`config.mk`:
```
export PLATFORM = sky130hd
export DESIGN_NAME = unsigned_16by8_seq_div_flat
export DESIGN_NICKNAME = d
export VERILOG_FILES = /design/src/rtl/unsigned_16by8_seq_div_if.sv /design/src/rtl/unsigned_16by8_seq_div.sv /design/src/flat_wrapper.sv
export SDC_FILE = /design/constraint.sdc
export NUM_CORES = 1
export LEC_CHECK = 0
export CELL_PAD_IN_SITES_DETAIL_PLACEMENT = 2
export CELL_PAD_IN_SITES_GLOBAL_PLACEMENT = 2
export CORE_MARGIN = 2
export CORE_UTILIZATION = 36
export CTS_BUF_LIST = sky130_fd_sc_hd__clkbuf_8
export DETAILED_ROUTE_END_ITERATION = 10
export PLACE_DENSITY = 0.95
export SLEW_MARGIN = 40
export SYNTH_ARGS = -nofsm -noshare
export SYNTH_HDL_FRONTEND = slang
export SYNTH_SLANG_ARGS = --single-unit
```
`constraint.sdc`:
```
create_clock -name clk -period 3.4 [get_ports clk]
set_clock_uncertainty 0.05 [all_clocks]
set_input_delay 0.51 -clock clk [delete_from_list [all_inputs] [get_ports clk]]
set_output_delay 0.51 -clock clk [all_outputs]
set_load 0.03 [all_outputs]
```
`src/rtl/unsigned_16by8_seq_div_if.sv`:
```
// Handshake and data bundle for the sequential 2N-by-N unsigned divider.
// The master side supplies operands and consumes results; the slave side
// is the divider itself.
interface unsigned_16by8_seq_div_if #(
    parameter int N = 8
);
    logic             in_valid;
    logic             in_ready;
    logic [2*N-1:0]   z;
    logic [N-1:0]     y;
    logic             out_valid;
    logic             out_ready;
    logic [N-1:0]     q;
    logic [N-1:0]     r;
    logic             dbz;
    logic             ovf;

    modport master (
        output in_valid, z, y, out_ready,
        input  in_ready, out_valid, q, r, dbz, ovf
    );

    modport slave (
        input  in_valid, z, y, out_ready,
        output in_ready, out_valid, q, r, dbz, ovf
    );
endinterface

```
`src/rtl/unsigned_16by8_seq_div.sv`:
```
// Sequential unsigned restoring divider: 2N-bit dividend by N-bit divisor,
// one quotient bit per clock, valid/ready on both sides.
// Optional macro DIV_EARLY_OUT_EN: divide-by-zero and quotient-overflow
// operations skip the iteration and report one clock after acceptance.
// Without it every operation takes exactly N clocks.
module unsigned_16by8_seq_div #(
    parameter int N = 8
) (
    input  logic                     clk,
    input  logic                     rst_n,
    unsigned_16by8_seq_div_if.slave  bus
);
    localparam int            CW       = (N > 1) ? $clog2(N) : 1;
    localparam logic [CW-1:0] CNT_LAST = CW'(N - 1);
    localparam logic [CW-1:0] CNT_ONE  = CW'(1);
    localparam logic [CW-1:0] CNT_ZERO = {CW{1'b0}};

    typedef enum logic [1:0] {
        IDLE = 2'd0,
        CALC = 2'd1,
        DONE = 2'd2
    } state_t;

    state_t         state_r, state_s;
    logic [CW-1:0]  cnt_r, cnt_s;
    logic [N:0]     p_r, p_s;          // partial remainder, one guard bit
    logic [N-1:0]   s_r, s_s;          // dividend low half, becomes quotient
    logic [N-1:0]   y_r, y_s;
    logic           err_dbz_r, err_dbz_s;
    logic           err_ovf_r, err_ovf_s;
    logic [N-1:0]   q_r, q_s;
    logic [N-1:0]   r_r, r_s;
    logic           dbz_r, dbz_s;
    logic           ovf_r, ovf_s;
    logic           in_ready_r, in_ready_s;
    logic           out_valid_r, out_valid_s;

    logic [N:0]     t_s;               // shifted trial remainder
    logic           ge_s;              // trial remainder >= divisor
    logic [N:0]     p_step_s;
    logic [N-1:0]   s_step_s;
    logic           last_s;

    assign bus.in_ready  = in_ready_r;
    assign bus.out_valid = out_valid_r;
    assign bus.q         = q_r;
    assign bus.r         = r_r;
    assign bus.dbz       = dbz_r;
    assign bus.ovf       = ovf_r;

    // Next-state, restoring-step datapath and result selection.
    always_comb begin
        state_s     = state_r;
        cnt_s       = cnt_r;
        p_s         = p_r;
        s_s         = s_r;
        y_s         = y_r;
        err_dbz_s   = err_dbz_r;
        err_ovf_s   = err_ovf_r;
        q_s         = q_r;
        r_s         = r_r;
        dbz_s       = dbz_r;
        ovf_s       = ovf_r;

        t_s  = {p_r[N-1:0], s_r[N-1]};
        ge_s = (t_s >= {1'b0, y_r});
        if (ge_s) begin
            p_step_s = t_s - {1'b0, y_r};
        end else begin
            p_step_s = t_s;
        end
        s_step_s = {s_r[N-2:0], ge_s};

`ifdef DIV_EARLY_OUT_EN
        last_s = (cnt_r == CNT_LAST) || err_dbz_r || err_ovf_r;
`else
        last_s = (cnt_r == CNT_LAST);
`endif

        case (state_r)
            IDLE: begin
                if (bus.in_valid) begin
                    y_s       = bus.y;
                    p_s       = {1'b0, bus.z[2*N-1:N]};
                    s_s       = bus.z[N-1:0];
                    err_dbz_s = (bus.y == {N{1'b0}});
                    err_ovf_s = (bus.y != {N{1'b0}}) && (bus.z[2*N-1:N] >= bus.y);
                    cnt_s     = CNT_ZERO;
                    state_s   = CALC;
                end else begin
                    state_s   = IDLE;
                end
            end
            CALC: begin
                p_s   = p_step_s;
                s_s   = s_step_s;
                cnt_s = cnt_r + CNT_ONE;
                if (last_s) begin
                    state_s = DONE;
                    cnt_s   = CNT_ZERO;
                    if (err_dbz_r) begin
                        q_s   = {N{1'b1}};
                        r_s   = {N{1'b1}};
                        dbz_s = 1'b1;
                        ovf_s = 1'b0;
                    end else if (err_ovf_r) begin
                        q_s   = {N{1'b1}};
                        r_s   = {N{1'b1}};
                        dbz_s = 1'b0;
                        ovf_s = 1'b1;
                    end else begin
                        q_s   = s_step_s;
                        r_s   = p_step_s[N-1:0];
                        dbz_s = 1'b0;
                        ovf_s = 1'b0;
                    end
                end else begin
                    state_s = CALC;
                end
            end
            DONE: begin
                if (bus.out_ready) begin
                    state_s = IDLE;
                end else begin
                    state_s = DONE;
                end
            end
            default: begin
                state_s = IDLE;
                cnt_s   = CNT_ZERO;
            end
        endcase

        in_ready_s  = (state_s == IDLE);
        out_valid_s = (state_s == DONE);
    end

    // State, datapath and registered handshake/result outputs.
    always_ff @(posedge clk or negedge rst_n) begin
        if (!rst_n) begin
            state_r     <= IDLE;
            cnt_r       <= CNT_ZERO;
            p_r         <= {(N+1){1'b0}};
            s_r         <= {N{1'b0}};
            y_r         <= {N{1'b0}};
            err_dbz_r   <= 1'b0;
            err_ovf_r   <= 1'b0;
            q_r         <= {N{1'b0}};
            r_r         <= {N{1'b0}};
            dbz_r       <= 1'b0;
            ovf_r       <= 1'b0;
            in_ready_r  <= 1'b1;
            out_valid_r <= 1'b0;
        end else begin
            state_r     <= state_s;
            cnt_r       <= cnt_s;
            p_r         <= p_s;
            s_r         <= s_s;
            y_r         <= y_s;
            err_dbz_r   <= err_dbz_s;
            err_ovf_r   <= err_ovf_s;
            q_r         <= q_s;
            r_r         <= r_s;
            dbz_r       <= dbz_s;
            ovf_r       <= ovf_s;
            in_ready_r  <= in_ready_s;
            out_valid_r <= out_valid_s;
        end
    end
endmodule
```
`src/flat_wrapper.sv`:
```
// flat-port wrapper written by rule: the top's interface ports become plain ports
module unsigned_16by8_seq_div_flat 
#(
    parameter int N = 8
)
  (clk, rst_n, bus_in_valid, bus_z, bus_y, bus_out_ready, bus_in_ready, bus_out_valid, bus_q, bus_r, bus_dbz, bus_ovf);
  unsigned_16by8_seq_div_if #(.N(N)) bus_i ();
  input  logic clk;
  input  logic rst_n;
  input wire logic [$bits(bus_i.in_valid)-1:0] bus_in_valid;
  input wire logic [$bits(bus_i.z)-1:0] bus_z;
  input wire logic [$bits(bus_i.y)-1:0] bus_y;
  input wire logic [$bits(bus_i.out_ready)-1:0] bus_out_ready;
  output wire logic [$bits(bus_i.in_ready)-1:0] bus_in_ready;
  output wire logic [$bits(bus_i.out_valid)-1:0] bus_out_valid;
  output wire logic [$bits(bus_i.q)-1:0] bus_q;
  output wire logic [$bits(bus_i.r)-1:0] bus_r;
  output wire logic [$bits(bus_i.dbz)-1:0] bus_dbz;
  output wire logic [$bits(bus_i.ovf)-1:0] bus_ovf;
  assign bus_i.in_valid = bus_in_valid;
  assign bus_i.z = bus_z;
  assign bus_i.y = bus_y;
  assign bus_i.out_ready = bus_out_ready;
  assign bus_in_ready = bus_i.in_ready;
  assign bus_out_valid = bus_i.out_valid;
  assign bus_q = bus_i.q;
  assign bus_r = bus_i.r;
  assign bus_dbz = bus_i.dbz;
  assign bus_ovf = bus_i.ovf;
  unsigned_16by8_seq_div #(.N(N)) u_core (.clk(clk), .rst_n(rst_n), .bus(bus_i));
endmodule
```
==> flow_metrics.env, run 1 <==
export IMPL_dp_cells=466
export IMPL_ys_warn_count=0
export IMPL_root_buffer="clkbuf_8"
export IMPL_status="complete, no violations"
export IMPL_via_count=2829
export IMPL_dr_pass1_iters=4
export IMPL_ys_flop_type="dfrtp_1"
export IMPL_grt_pass1_wl_mm=18.0
export IMPL_cts_tree="done"
export IMPL_power_density_nw_per_um2=1130
export IMPL_slew_violations=0
export IMPL_hold_buffers=0
export IMPL_required_ns=3.56
export IMPL_num_rows=32
export IMPL_worstMarginPinSlew_ns=0.791
export IMPL_p_leak_nw=1.52
export IMPL_first_iter_violations=126
export IMPL_core_sq_um=7810
export IMPL_antennaDiodeCount=0
export IMPL_cts_num_sinks=51
export IMPL_start_kind="flop"
export IMPL_yosys_area_top_type_share_pct=42.5
export IMPL_wl_mm=11.3
export IMPL_numCtsBuffers=5
export IMPL_syn2layout_area_growth_pct=22.4
export IMPL_synth_area_leaders="dfrtp_1 43%, ha_1 7.7%, a21oi_1 5.3%, nand2_1 4.6%, o22ai_1 3.0%"
export IMPL_clk_pin_slew_worst_paths_ns=0.10
export IMPL_nNetsFinal=418
export IMPL_place_congestion=0.852
export IMPL_synth_async_reset_ratio_pct=100
export IMPL_stdcell_count=474
export IMPL_synth_edf_count=0
export IMPL_ir_drop_v=0.000542
export IMPL_hold_ws_ns=0.0988
export IMPL_fin_crit_ns=2.67
export IMPL_antenna_found_initial=0
export IMPL_ioPinCount=48
export IMPL_crit_fanout=14
export IMPL_overflow=0
export IMPL_critPathKind="flop to flop"
export IMPL_dieArea_sq_um=8910
export IMPL_post_cts_repair_setup_buffers=0
export IMPL_start_util_pct=37.7
export IMPL_fmax_mhz=375
export IMPL_synth_area_leader_cell="dfrtp_1"
export IMPL_portBuffers=47
export IMPL_place_hpwl_mm=7.87
export IMPL_clock_path_buffers=2
export IMPL_worst_setup_path_end_kind="flop"
export IMPL_ys_types=54
export IMPL_cts_resized=0
export IMPL_tns_ns=0
export IMPL_hold_viol_final=0
export IMPL_netlist_area_sq_um=2940
export IMPL_die_w_um=94.4
export IMPL_worst_ep_arrival_time_ns=2.83
export IMPL_yosysSeqAreaShare_pct=43.4
export IMPL_htreeDepth=2
export IMPL_grt_max_degree=36
export IMPL_routed_via_density=5.97
export IMPL_synth_nets=374
export IMPL_drive_gt1_share_pct=6.45
export IMPL_post_route_util_pct=46.2
export IMPL_dieHeight_um=94.4
export IMPL_insertion_delay_ns=0.32
export IMPL_finalSetupViolCount=0
export IMPL_grt_usage_pct=26.7
export IMPL_drv_cap=0
export IMPL_finalCritPeriodShare_pct=78.5
export IMPL_relSlewSlack_pct=47.1
export IMPL_avgSynthCellArea_sq_um=9.00
export IMPL_postRouteAntennaNets=0
export IMPL_rsz0062_at_grt="no"
export IMPL_ys_seq_elements=51
export IMPL_synthCells=327
export IMPL_wl_per_cell_um=23.7
export IMPL_worstHoldPathType="primary input to async pin"
export IMPL_grt_pass1_vias=3202
export IMPL_drcViolationCount=0
-- through the flow --
step	setup slack (ns)	power, mW	area (sq um)
2_1_floorplan	1.36	2.72	2940
3_3_place_gp	0.745	3.37	3500
3_5_place_dp	0.653	3.56	3500
4_1_cts	0.744	4.04	3600
5_1_grt	0.596	4.33	3600
6_report	0.732	4.05	3600
-- layer usage --
| layer | routed length (um) | global-route usage (%) | vias up |
|---|---|---|---|
| met5 | 0 | 0 | - |
| met4 | 235 | 7.25 | 0 |
| met3 | 322 | 3.11 | 20 |
| met2 | 6050 | 49.7 | 73 |
| met1 | 4650 | 32.5 | 1465 |
| li1 | - | - | 1271 |
-- where the power goes --
| group | switching (mW) | internal (mW) |
|---|---|---|
| logic | 1.57 | 0.939 |
| registers | 0.257 | 0.895 |
| clock network | 0.221 | 0.167 |
-- cells in the final DEF, fill, tap and decap left out, types with 2 or more instances in the layout --
| master | synthesis | final |
|---|---|---|
| a22oi_1 | 3 | 3 |
| xnor2_1 | 2 | 2 |
| a41oi_1 | 2 | 2 |
| o21ai_1 | 10 | 10 |
| o21a_1 | 2 | 2 |
| buf_4 | 2 | 7 |
| xor2_1 | 2 | 2 |
| a311oi_1 | 2 | 2 |
| nand2b_1 | 5 | 5 |
| o21ai_0 | 16 | 16 |
| clkbuf_8 | 0 | 6 |
| clkdlybuf4s50_1 | 0 | 46 |
| a21oi_1 | 31 | 31 |
| o31ai_1 | 4 | 4 |
| nor2_1 | 23 | 23 |
| nor4_1 | 4 | 4 |
| ha_1 | 18 | 18 |
| and2_1 | 4 | 4 |
| nand3_1 | 7 | 7 |
| o22a_1 | 8 | 8 |
| nand4_1 | 3 | 3 |
| nand2_1 | 36 | 36 |
| a31oi_1 | 8 | 8 |
| a21o_1 | 3 | 3 |
| inv_1 | 18 | 18 |
| dfrtp_1 | 50 | 50 |
| nor2b_1 | 9 | 9 |
| o22ai_1 | 14 | 14 |
| nor3_1 | 4 | 4 |
-- worst paths after layout --
kind	slack, ns	to	cells past startpoint	startpoint
min in group clk	0.43	u_core.bus.ovf	2	u_core.bus.ovf
hold / removal	0.1	u_core.cnt_r[2]	1	rst_n
setup reg to reg	0.73	u_core.bus.r[1]	6	u_core.p_r[1]
setup / recovery	0.73	u_core.bus.r[1]	6	u_core.p_r[1]
max in group asynchronous	2.58	u_core.cnt_r[1]	2	rst_n
hold reg to reg	0.43	u_core.bus.ovf	2	u_core.bus.ovf
-- sequential cells by signal, summed over array words and instances, names as in the netlist --
register              count
u_core.bus.in_ready       1
u_core.y_r                8
u_core.p_r                8
u_core.bus.r              8
u_core.bus.dbz            1
u_core.bus.ovf            1
u_core.bus.out_valid      1
u_core.state_r            2
u_core.s_r                8
u_core.err_dbz_r          1
u_core.err_ovf_r          1
u_core.bus.q              8
u_core.cnt_r              3
-- cell usage after synthesis, drive strengths merged (2+ instances only) --
cell type	instances
dfrtp	50
nand2	37
a21oi	31
o21ai	26
nor2	23
inv	19
ha	18
o22ai	14
clkbuf	9
nor2b	9
a31oi	8
o22a	8
buf	7
nand3	7
nand2b	5
and2	4
nor3	4
nor4	4
o31ai	4
a21o	3
a22oi	3
nand4	3
a311oi	2
a41oi	2
o21a	2
o221ai	2
xnor2	2
xor2	2
-- cells by family (layout without fill, tap and decap cells) --
logic type | after synthesis | count (layout) | synth area share (%)
and+or+nand+nor | 102 | 102 | 16.6
buffers and inverters | 36 | 81 | 5.23
DFF | 51 | 51 | 43.4
AOI/OAI and AO/OA | 114 | 114 | 24.8
xor gates and xnor gates | 4 | 4 | 1.19
muxes | 1 | 1 | 0.383
adders and majority gates | 19 | 19 | 8.33
-- area by class of cell --
class | count | area [sq um]
clock buffer | 6 | 82.6
clock inverter | 2 | 16.3
inverter | 20 | 75.1
tap | 102 | 128
multi-input combinational | 240 | 1510
sequential | 51 | 1280
timing repair buffer | 53 | 513
fill | 836 | 4200
-- critical path: stages (launching register included) --
cell,delay [ns]
dfrtp_1,0.49
ha_1,0.39
nor2_1,0.20
a21oi_1,0.13
o221ai_2,0.65
nand2_1,0.26
a311oi_1,0.38
(Power assumes the default switching activity.)
==> inputs of run 2 (changes only) <==
- CORE_UTILIZATION: 36 -> 34
- PLACE_DENSITY: 0.95 -> 0.92
- clock period: 3.4 -> 2.8 ns (I/O delays scaled with it)
==> run 2 against run 1 <==
- wire length down 3.1%
- final cell count up 1.9%
- clock-buffer cell count down 1
- sequential cell count unchanged
- combinational power up 23%
- first-iteration DRC count up 29%
- sequential share of layout area down 0.33 points
- hold slack worse by 0.087 ns
- global-route usage down 2.3 points
==> flow_metrics.env, run 2 (synthesized netlist as in run 1, its figures left out) <==
export IMPL_status="complete, no violations"
export IMPL_fin_crit_ns=2.60
export IMPL_clk_pin_slew_worst_paths_ns=0.11
export IMPL_slew_violations=0
export IMPL_wl_mm=10.9
export IMPL_drive_gt1_share_pct=7.67
export IMPL_post_cts_repair_setup_buffers=0
export IMPL_root_buffer="clkbuf_8"
export IMPL_power_density_nw_per_um2=1350
export IMPL_start_kind="flop"
export IMPL_final_cell_mix="50 x dfrtp_1, 46 x clkdlybuf4s50_1, 36 x nand2_1"
export IMPL_ioPinCount=48
export IMPL_relSlewSlack_pct=59.0
export IMPL_num_rows=33
export IMPL_crit_chain="ha_1, a21oi_1, nand2_1, o221ai_2, nand2_1, a311oi_1"
export IMPL_routed_via_density=5.78
export IMPL_ir_drop_v=0.000623
export IMPL_clock_path_buffers=2
export IMPL_regArea_sq_um=1280
export IMPL_wl_per_cell_um=22.6
export IMPL_stdcell_count=483
export IMPL_place_hpwl_mm=8.10
export IMPL_cp_common_cell="nand2_1"
export IMPL_numCtsBuffers=5
export IMPL_crit_fanout=10
export IMPL_core_sq_um=8300
export IMPL_dr_pass1_iters=4
export IMPL_die_w_um=97.0
export IMPL_num_fill_cells=915
export IMPL_place_congestion=0.834
export IMPL_dieArea_sq_um=9420
export IMPL_postRouteAntennaNets=0
export IMPL_crit_buf_inv=0
export IMPL_worstMarginPinSlew_ns=0.615
export IMPL_portBuffers=47
export IMPL_hold_buffers=0
export IMPL_fmax_mhz=384
export IMPL_antenna_found_initial=0
export IMPL_worst_setup_path_end_kind="flop"
export IMPL_grt_pass1_wl_mm=18.0
export IMPL_tns_ns=0
export IMPL_cts_num_sinks=51
export IMPL_start_util_pct=35.5
export IMPL_htreeDepth=2
export IMPL_grt_max_degree=31
export IMPL_first_iter_violations=162
export IMPL_required_ns=2.96
export IMPL_rsz0062_at_grt="no"
export IMPL_finalCritPeriodShare_pct=92.9
export IMPL_nNetsFinal=424
export IMPL_critPathKind="flop to flop"
export IMPL_cts_resized=0
export IMPL_drv_cap=0
export IMPL_worstHoldPathType="primary input to async pin"
export IMPL_antennaDiodeCount=0
export IMPL_worst_ep_arrival_time_ns=2.76
export IMPL_dp_worst_setup_slack_ns=0.349
export IMPL_hold_viol_final=0
export IMPL_grt_usage_pct=24.4
export IMPL_overflow=0
export IMPL_cts_tree="done"
export IMPL_layout_commonest_cell="dfrtp_1"
export IMPL_drcViolationCount=0
export IMPL_insertion_delay_ns=0.32
export IMPL_grt_pass1_vias=3156
export IMPL_setup_ws_ns=0.198
export IMPL_finalSetupViolCount=0
export IMPL_p_leak_nw=1.55
export IMPL_max_stage_delay_ns=0.52
export IMPL_syn2layout_area_growth_pct=23.6
export IMPL_dp_cells=475
export IMPL_crit_family="compound AO/OA/AOI/OAI gates"
export IMPL_via_count=2794
export IMPL_dieHeight_um=97.0
export IMPL_multi_input_area_sq_um=1510
export IMPL_crit_slowest_cell="o221ai_2"
export IMPL_finalPower_mw=4.91
==> run 2: changes by cell type in the layout (fill, tap and decap cells not counted), sizes merged <==
cell / delta
clkinv: +1
buf: +6
clkinvlp: -1
clkbuf: -1
inv: +1
==> run 2: per-stage QoR <==
| stage | instance area, sq um | hold slack, ns | utilization (%) |
|---|---|---|---|
| final | 3640 | 0.0120 | 43.8 |
| after global routing | 3640 | 0.0504 | 43.8 |
| after CTS | 3640 | 0.0229 | 43.8 |
| after detailed placement | 3550 | 0.371 | 42.8 |
| after global placement | 3550 | 0.366 | 42.8 |
| after floorplan | 2940 | 0.0744 | - |
==> run 2: cell type report <==
class	count	area share [%]
Clock inverter	3	0.482
Inverter	20	2.06
Clock buffer	5	1.89
Sequential cell	51	35.1
Timing Repair Buffer	59	15.3
Tap cell	105	3.61
Multi-Input combinational cell	240	41.6
==> run 2: worst paths after layout <==
kind                            slack (ns)  cells past startpoint           start                  end
worst min-delay path                  0.01                      1           rst_n      u_core.bus.q[4]
worst max-delay path                  0.20                      6   u_core.p_r[3]      u_core.bus.r[0]
worst min register to register        0.44                      2  u_core.bus.ovf       u_core.bus.ovf
min in group clk                      0.44                      2  u_core.bus.ovf       u_core.bus.ovf
worst max register to register        0.20                      6   u_core.p_r[3]      u_core.bus.r[0]
max in group asynchronous             1.84                      2           rst_n  u_core.bus.in_ready
==> run 2: per-layer routing <==
metal  vias up  track usage, %  routed length, um
li1       1278               -                  -
met5         -               0                  0
met4         0            10.4                461
met2        53            41.5               5470
met1      1433            31.5               4770
met3        30            2.67                211
==> run 2: where the power goes <==
group          leakage (nW)  internal, mW  switching (mW)  total, mW
Sequential            0.598          1.09           0.281       1.37
Combinational         0.900          1.17            1.92       3.09
Clock                0.0493         0.174           0.272      0.446
==> inputs of run 3 (changes only) <==
- CAP_MARGIN: not set -> 30
- CTS_CLUSTER_SIZE: not set -> 25
==> results of run 3 <==
No change in the layout: final DEF, timing and power equal those of run 2.
